$ cat config.mk
export PLATFORM = sky130hd
export DESIGN_NAME = csa_mul_pipe
export DESIGN_NICKNAME = d
export VERILOG_FILES = /design/src/rtl/csa_mul_pipe.sv
export SDC_FILE = /design/constraint.sdc
export NUM_CORES = 2
export LEC_CHECK = 0
export CAP_MARGIN = 40
export CELL_PAD_IN_SITES_DETAIL_PLACEMENT = 0
export CELL_PAD_IN_SITES_GLOBAL_PLACEMENT = 1
export CORE_UTILIZATION = 25
export CTS_BUF_LIST = sky130_fd_sc_hd__clkbuf_4
export DETAILED_ROUTE_END_ITERATION = 8
export GPL_ROUTABILITY_DRIVEN = 0
export PLACE_DENSITY_LB_ADDON = 0.1
export SLEW_MARGIN = 20
export SYNTH_ARGS = -nofsm -noshare
export SYNTH_HDL_FRONTEND = slang
export SYNTH_SLANG_ARGS = --single-unit
$ cat constraint.sdc
create_clock -name clk -period 4.1 [get_ports clk]
set_input_delay 0.41 -clock clk [delete_from_list [all_inputs] [get_ports clk]]
set_output_delay 0.41 -clock clk [all_outputs]
set_load 0.02 [all_outputs]
$ cat src/rtl/csa_mul_pipe.sv
// 3-stage pipelined carry-save multiplier with valid/ready, tag and flush.
// Define CSA_MUL_PIPE_MUL_ACC_EN to add in_acc to the product.
package csa_mul_pipe_pkg;

  function automatic int csa_next(input int n);
    return (n / 3) * 2 + n % 3;
  endfunction

  function automatic int csa_layers(input int n, input int lim);
    int k;
    int m;
    k = 0;
    m = n;
    while (m > lim && k < 64) begin
      m = csa_next(m);
      k++;
    end
    return k;
  endfunction

  function automatic int csa_rows(input int n, input int l);
    int m;
    m = n;
    for (int i = 0; i < l; i++)
      m = csa_next(m);
    return m;
  endfunction

endpackage

module csa_mul_pipe_tree
  import csa_mul_pipe_pkg::*;
#(
  parameter int PW   = 8,
  parameter int NIN  = 7,
  parameter int LIM  = 6,
  parameter int NOUT = 5
) (
  input  logic [PW-1:0] i_row [NIN],
  output logic [PW-1:0] o_row [NOUT]
);

  localparam int NL = csa_layers(NIN, LIM);

  logic [PW-1:0] w_lv [NL+1][NIN];

  for (genvar r = 0; r < NIN; r++) begin : g_in
    assign w_lv[0][r] = i_row[r];
  end

  for (genvar l = 0; l < NL; l++) begin : g_lay
    localparam int N = csa_rows(NIN, l);
    localparam int G = N / 3;
    localparam int M = csa_next(N);

    for (genvar g = 0; g < G; g++) begin : g_fa
      logic [PW-1:0] w_x;
      logic [PW-1:0] w_y;
      logic [PW-1:0] w_z;
      logic [PW-1:0] w_maj;
      assign w_x   = w_lv[l][3*g];
      assign w_y   = w_lv[l][3*g+1];
      assign w_z   = w_lv[l][3*g+2];
      assign w_maj = (w_x & w_y) | (w_x & w_z) | (w_y & w_z);
      assign w_lv[l+1][2*g]   = w_x ^ w_y ^ w_z;
      assign w_lv[l+1][2*g+1] = {w_maj[PW-2:0], 1'b0};
    end

    for (genvar r = 0; r < N % 3; r++) begin : g_pass
      assign w_lv[l+1][2*G+r] = w_lv[l][3*G+r];
    end

    for (genvar r = M; r < NIN; r++) begin : g_pad
      assign w_lv[l+1][r] = '0;
    end
  end

  for (genvar r = 0; r < NOUT; r++) begin : g_out
    assign o_row[r] = w_lv[NL][r];
  end

endmodule

module csa_mul_pipe
  import csa_mul_pipe_pkg::*;
#(
  parameter int WIDTH = 32,
  parameter int TAG_W = 4
) (
  input  logic               clk,
  input  logic               rst_n,
  input  logic               flush,
  input  logic               in_valid,
  output logic               in_ready,
  input  logic               in_signed,
  input  logic [WIDTH-1:0]   in_a,
  input  logic [WIDTH-1:0]   in_b,
  input  logic [TAG_W-1:0]   in_tag,
  input  logic [2*WIDTH-1:0] in_acc,
  output logic               out_valid,
  input  logic               out_ready,
  output logic [2*WIDTH-1:0] out_product,
  output logic [TAG_W-1:0]   out_tag
);

  localparam int PW = 2 * WIDTH;
  localparam int NR = WIDTH + 3;
  localparam int L1 = csa_layers(NR, 6);
  localparam int N1 = csa_rows(NR, L1);
  localparam int L2 = csa_layers(N1, 2);
  localparam int N2 = csa_rows(N1, L2);

  logic [WIDTH:0]  w_ae;
  logic [WIDTH:0]  w_be;
  logic [PW-1:0]   w_asx;
  logic [PW-1:0]   w_pp   [NR];
  logic [PW-1:0]   w_s1_d [N1];
  logic [PW-1:0]   w_s2_d [N2];
  logic            w_adv;
  logic            w_unused;

  logic             r_s1_vld;
  logic [TAG_W-1:0] r_s1_tag;
  logic             r_s1_sgn;
  logic [PW-1:0]    r_s1_row [N1];

  logic             r_s2_vld;
  logic [TAG_W-1:0] r_s2_tag;
  logic             r_s2_sgn;
  logic [PW-1:0]    r_s2_sum;
  logic [PW-1:0]    r_s2_car;

  logic             r_s3_vld;
  logic [TAG_W-1:0] r_s3_tag;
  logic             r_s3_sgn;
  logic [PW-1:0]    r_s3_prod;

  assign w_adv    = !(r_s3_vld && !out_ready);
  assign in_ready = w_adv && !flush;

  assign w_ae  = {in_signed & in_a[WIDTH-1], in_a};
  assign w_be  = {in_signed & in_b[WIDTH-1], in_b};
  assign w_asx = {{(PW-WIDTH-1){w_ae[WIDTH]}}, w_ae};

  // Top multiplier bit has weight -2^WIDTH: add ~(A<<W) plus a +1 row.
  always_comb begin
    for (int i = 0; i < WIDTH; i++)
      w_pp[i] = w_be[i] ? (w_asx << i) : '0;
    w_pp[WIDTH]   = w_be[WIDTH] ? ~(w_asx << WIDTH) : '0;
    w_pp[WIDTH+1] = PW'(w_be[WIDTH]);
`ifdef CSA_MUL_PIPE_MUL_ACC_EN
    w_pp[WIDTH+2] = in_acc;
`else
    w_pp[WIDTH+2] = '0;
`endif
  end

`ifdef CSA_MUL_PIPE_MUL_ACC_EN
  assign w_unused = r_s3_sgn;
`else
  assign w_unused = ^{r_s3_sgn, in_acc};
`endif

  csa_mul_pipe_tree #(
    .PW   (PW),
    .NIN  (NR),
    .LIM  (6),
    .NOUT (N1)
  ) u_tree1 (
    .i_row (w_pp),
    .o_row (w_s1_d)
  );

  csa_mul_pipe_tree #(
    .PW   (PW),
    .NIN  (N1),
    .LIM  (2),
    .NOUT (N2)
  ) u_tree2 (
    .i_row (r_s1_row),
    .o_row (w_s2_d)
  );

  always_ff @(posedge clk or negedge rst_n) begin
    if (!rst_n) begin
      r_s1_vld  <= 1'b0;
      r_s1_tag  <= '0;
      r_s1_sgn  <= 1'b0;
      for (int i = 0; i < N1; i++)
        r_s1_row[i] <= '0;
      r_s2_vld  <= 1'b0;
      r_s2_tag  <= '0;
      r_s2_sgn  <= 1'b0;
      r_s2_sum  <= '0;
      r_s2_car  <= '0;
      r_s3_vld  <= 1'b0;
      r_s3_tag  <= '0;
      r_s3_sgn  <= 1'b0;
      r_s3_prod <= '0;
    end else if (flush) begin
      r_s1_vld <= 1'b0;
      r_s2_vld <= 1'b0;
      r_s3_vld <= 1'b0;
    end else if (w_adv) begin
      r_s1_vld  <= in_valid;
      r_s1_tag  <= in_tag;
      r_s1_sgn  <= in_signed;
      for (int i = 0; i < N1; i++)
        r_s1_row[i] <= w_s1_d[i];
      r_s2_vld  <= r_s1_vld;
      r_s2_tag  <= r_s1_tag;
      r_s2_sgn  <= r_s1_sgn;
      r_s2_sum  <= w_s2_d[0];
      r_s2_car  <= w_s2_d[1];
      r_s3_vld  <= r_s2_vld;
      r_s3_tag  <= r_s2_tag;
      r_s3_sgn  <= r_s2_sgn;
      r_s3_prod <= r_s2_sum + r_s2_car;
    end
  end

  assign out_valid   = r_s3_vld;
  assign out_product = r_s3_prod;
  assign out_tag     = r_s3_tag;

endmodule
==> summary.md <==
| Metric | Value |
|---|---|
| Largest net degree at the start of global routing | 184 |
| Num CTS Buffers | 141 |
| Crit Path Category | in2reg |
| Post-Route WL | 182 mm |
| Gr usage total | 0.167 |
| Port-buffer cells | 143 |
| Iteration-0 DRC count of the detailed router | 1899 |
| Main synth FF type | dfrtp_1 |
| Area Overhead vs Synth | 17.0% |
| Slew Limit Fails | 0 |
| Number of flops mapped to enable cells by yosys | 0 |
| Clock root cell | clkbuf_4 |
| RSZ-0062 raised after global routing | false |
| Total vias in the final route | 39100 |
| Sequential Area | 11200 um^2 |
| # fillers | 23200 |
| Detail Placement HPWL | 148 mm |
| Total power | 39700 uW |
| Nets | 7757 |
| Min Tclk post-route | 3650 ps |
| Max VDD drop | 0.249 mV |
| Mapped Area | 55100 um^2 |
| Status | completed |
| Mapped Cells | 6028 |
| Synth unique cells | 69 |
| CP endpoint kind | flop |
| Starting Density | 0.253 |
| Clk slew on worst S/H paths | 70 ps |
| IO Pins | 208 |
| Final Non-Filler Cells | 9266 |
| Max-Cap Viols | 0 |
| Vias per cell | 4.22 |
| Worst hold path class | in2reg |
| Final setup violation count | 0 |
| Yosys reg bits | 446 |
| Final hold vios | 0 |
| Synth Warn # | 0 |
| Cells after DPL | 9009 |
| WP data required | 5090 ps |
| Htree depth | 4 |
| Pre-CTS setup slack | -592 ps |
| Worst path max stage delay | 660 ps |
| Async SR Flop Fraction | 1.00 |
| First-pass GRT wire length | 282 mm |
| Share of layout cells above drive strength 1 | 0.0911 |
| Worst slew pin tran | 952 ps |
| CTS tree | built |
| Clk_lat worst skew | 1100 ps |
| Max Fclk | 274 MHz |
| Post-CTS sizing | 0 |
| Post-DRT Antenna Nets | 0 |
| Leak | 0.0316 uW |
| Max_slew headroom | 0.365 |
| GR Overflow Total | 0 |
| Multi-input gate area | 38700 um^2 |
| DRT Pass-1 Iters | 5 |
| Crit-path most repeated cell | fa_1 |
| Crit-path cells | clkdlybuf4s50_1, buf_12, and2_1, fa_1, inv_1, fa_1, inv_1, fa_1, inv_1, fa_1, inv_1, fa_1, nand2_1, o21ai_0 |
| Die Span Y | 471 um |
| Setup WS post-layout | 446 ps |
| Clock skew | 90.5 ps |
| Tcrit/Tclk final | 0.891 |
| Initial antenna violation count | 6 |
| Critical-path cell with the highest stage delay | fa_1 |
| Drc violations | 0 |
| Sequential area share after synthesis | 0.203 |
| CTS Buffer Depth | 3 |
| Vias in the first global route | 42900 |
| Total core area | 218000 um^2 |
| Die W | 471 um |
| DIE AREA | 222000 um^2 |
| Row count | 171 |
| CTS Hold Bufs | 13 |
| DR WL/cell | 19.6 um |
| Crit path max fanout | 23 |
| Power Density | 616 nW/um^2 |
| Postcts setup bufs | 0 |
| Worst path arrival time | 4640 ps |
| Crit path launch type | input pin |
| Clk sink count | 446 |
| Post-Syn Nets | 7474 |
| Mapped Avg Cell Area | 9.14 um^2 |
-- layout by cell type (no fill, tap or decap), drive strengths merged, types with 37 or more instances in the layout --
cell	n
a21oi	90
fa	1104
nor2	59
dfrtp	446
a21o	38
and2	580
ha	204
clkdlybuf4s50	141
buf	318
nand2	1605
or2	37
xnor2	58
inv	1072
clkbuf	192
o21ai	150
-- cell usage after synthesis, types with 3 or more instances --
| cell | instances | area [um^2] |
|---|---|---|
| and3_1 | 20 | 125 |
| o21ai_0 | 143 | 716 |
| a21oi_1 | 90 | 450 |
| nand4_1 | 13 | 81.3 |
| fa_1 | 1104 | 22100 |
| o21bai_1 | 12 | 90.1 |
| o221ai_1 | 3 | 26.3 |
| nand2_1 | 1605 | 6020 |
| o21ai_1 | 7 | 35.0 |
| a211oi_1 | 6 | 45.0 |
| or3_1 | 11 | 68.8 |
| or2_2 | 36 | 225 |
| o2111ai_1 | 7 | 61.3 |
| nor2_1 | 58 | 218 |
| o211a_1 | 3 | 30.0 |
| nand3_1 | 24 | 120 |
| dfrtp_1 | 446 | 11200 |
| o211ai_1 | 10 | 75.1 |
| o31ai_1 | 4 | 30.0 |
| a221oi_1 | 3 | 26.3 |
| and2_1 | 579 | 3620 |
| a21boi_0 | 4 | 30.0 |
| o21a_1 | 7 | 52.6 |
| maj3_1 | 8 | 80.1 |
| ha_1 | 204 | 2550 |
| inv_1 | 1070 | 4020 |
| a211o_1 | 9 | 78.8 |
| a21o_1 | 38 | 285 |
| nor4_1 | 5 | 31.3 |
| xnor2_1 | 58 | 508 |
| clkbuf_1 | 325 | 1220 |
| a31o_2 | 3 | 26.3 |
| xor2_1 | 31 | 272 |
| nor2b_1 | 10 | 62.6 |
| buf_2 | 5 | 25.0 |
| nor3_1 | 14 | 70.1 |
| nand2b_1 | 9 | 56.3 |
| a31oi_1 | 7 | 43.8 |
-- through the flow --
stage | setup TNS [ps] | hold WS (ps) | area (um^2) | utilization
global route | 0 | 305 | 64500 | 0.296
detailed placement | -71920 | 450 | 62500 | 0.287
global placement | -68520 | 451 | 62500 | 0.287
floorplan | 0 | 114 | 55100 | -
finish | 0 | 437 | 64500 | 0.296
CTS | 0 | 257 | 64400 | 0.296
-- flip-flops by register name, indices dropped and copies added (netlist names) --
signal / flops
out_product: 64
out_tag: 4
out_valid: 1
r_s1_row: 242
r_s1_tag: 4
r_s1_vld: 1
r_s2_car: 61
r_s2_sum: 64
r_s2_tag: 4
r_s2_vld: 1
-- path summary, 6_finish.rpt --
check                      slack [ps]  depth (start not counted)                     endpoint                    start
min in group asynchronous         610                          4     r_s2_car[59]$_DFFE_PN0P_                    rst_n
hold / removal                    440                          4      r_s1_tag[1]$_DFFE_PN0P_                in_tag[1]
setup reg to reg                  600                         14  out_product[63]$_DFFE_PN0P_  r_s2_car[3]$_DFFE_PN0P_
max in group asynchronous        2990                          4    r_s1_row[273]$_DFFE_PN0P_                    rst_n
setup / recovery                  450                         14    r_s1_row[349]$_DFFE_PN0P_                 in_b[23]
hold reg to reg                   460                          2       out_tag[2]$_DFFE_PN0P_  r_s2_tag[2]$_DFFE_PN0P_
-- critical path: cells and delay by family --
| family | cells | cell delay (ps) |
|---|---|---|
| compound gates | 1 | 70 |
| simple gates | 2 | 260 |
| fa+ha+maj | 5 | 2960 |
| buf+inv | 6 | 910 |
-- cell families (layout without fill, tap and decap cells) --
family | Yosys count | in the layout | share of synthesized area
AND/OR/NAND/NOR | 2396 | 2396 | 0.196
other | 0 | 10 | 0
flip-flops | 446 | 446 | 0.203
AO/OA/AOI/OAI | 378 | 378 | 0.0423
adder cells (fa/ha/maj) | 1316 | 1316 | 0.449
XOR/XNOR | 89 | 89 | 0.0142
buffers and inverters | 1402 | 1776 | 0.0957
multiplexers | 1 | 1 | 0.000182
-- layer usage --
metal	track usage	part of all wire	vias to the layer above
li1	-	-	18300
met1	0.276	0.57	20000
met2	0.230	0.39	570
met3	0.0170	0.026	151
met4	0.0293	0.012	0
met5	0	0	-
-- final cells by class --
| cell class | count | area share |
|---|---|---|
| Clock inverter | 42 | 0.00476 |
| Tap cell | 2854 | 0.0554 |
| Inverter | 1071 | 0.0625 |
| Sequential cell | 446 | 0.173 |
| Timing Repair Buffer | 471 | 0.0815 |
| Clock buffer | 192 | 0.0224 |
| Antenna cell | 10 | 0.000388 |
| Multi-Input combinational cell | 4180 | 0.600 |
-- report_power, final --
group | switching (uW) | internal, uW | total, uW
clock | 2230 | 2410 | 4640
sequential | 1360 | 6310 | 7660
combinational | 16400 | 11000 | 27400
total | 20000 | 19700 | 39700
Power figures use the tool's default switching activity.
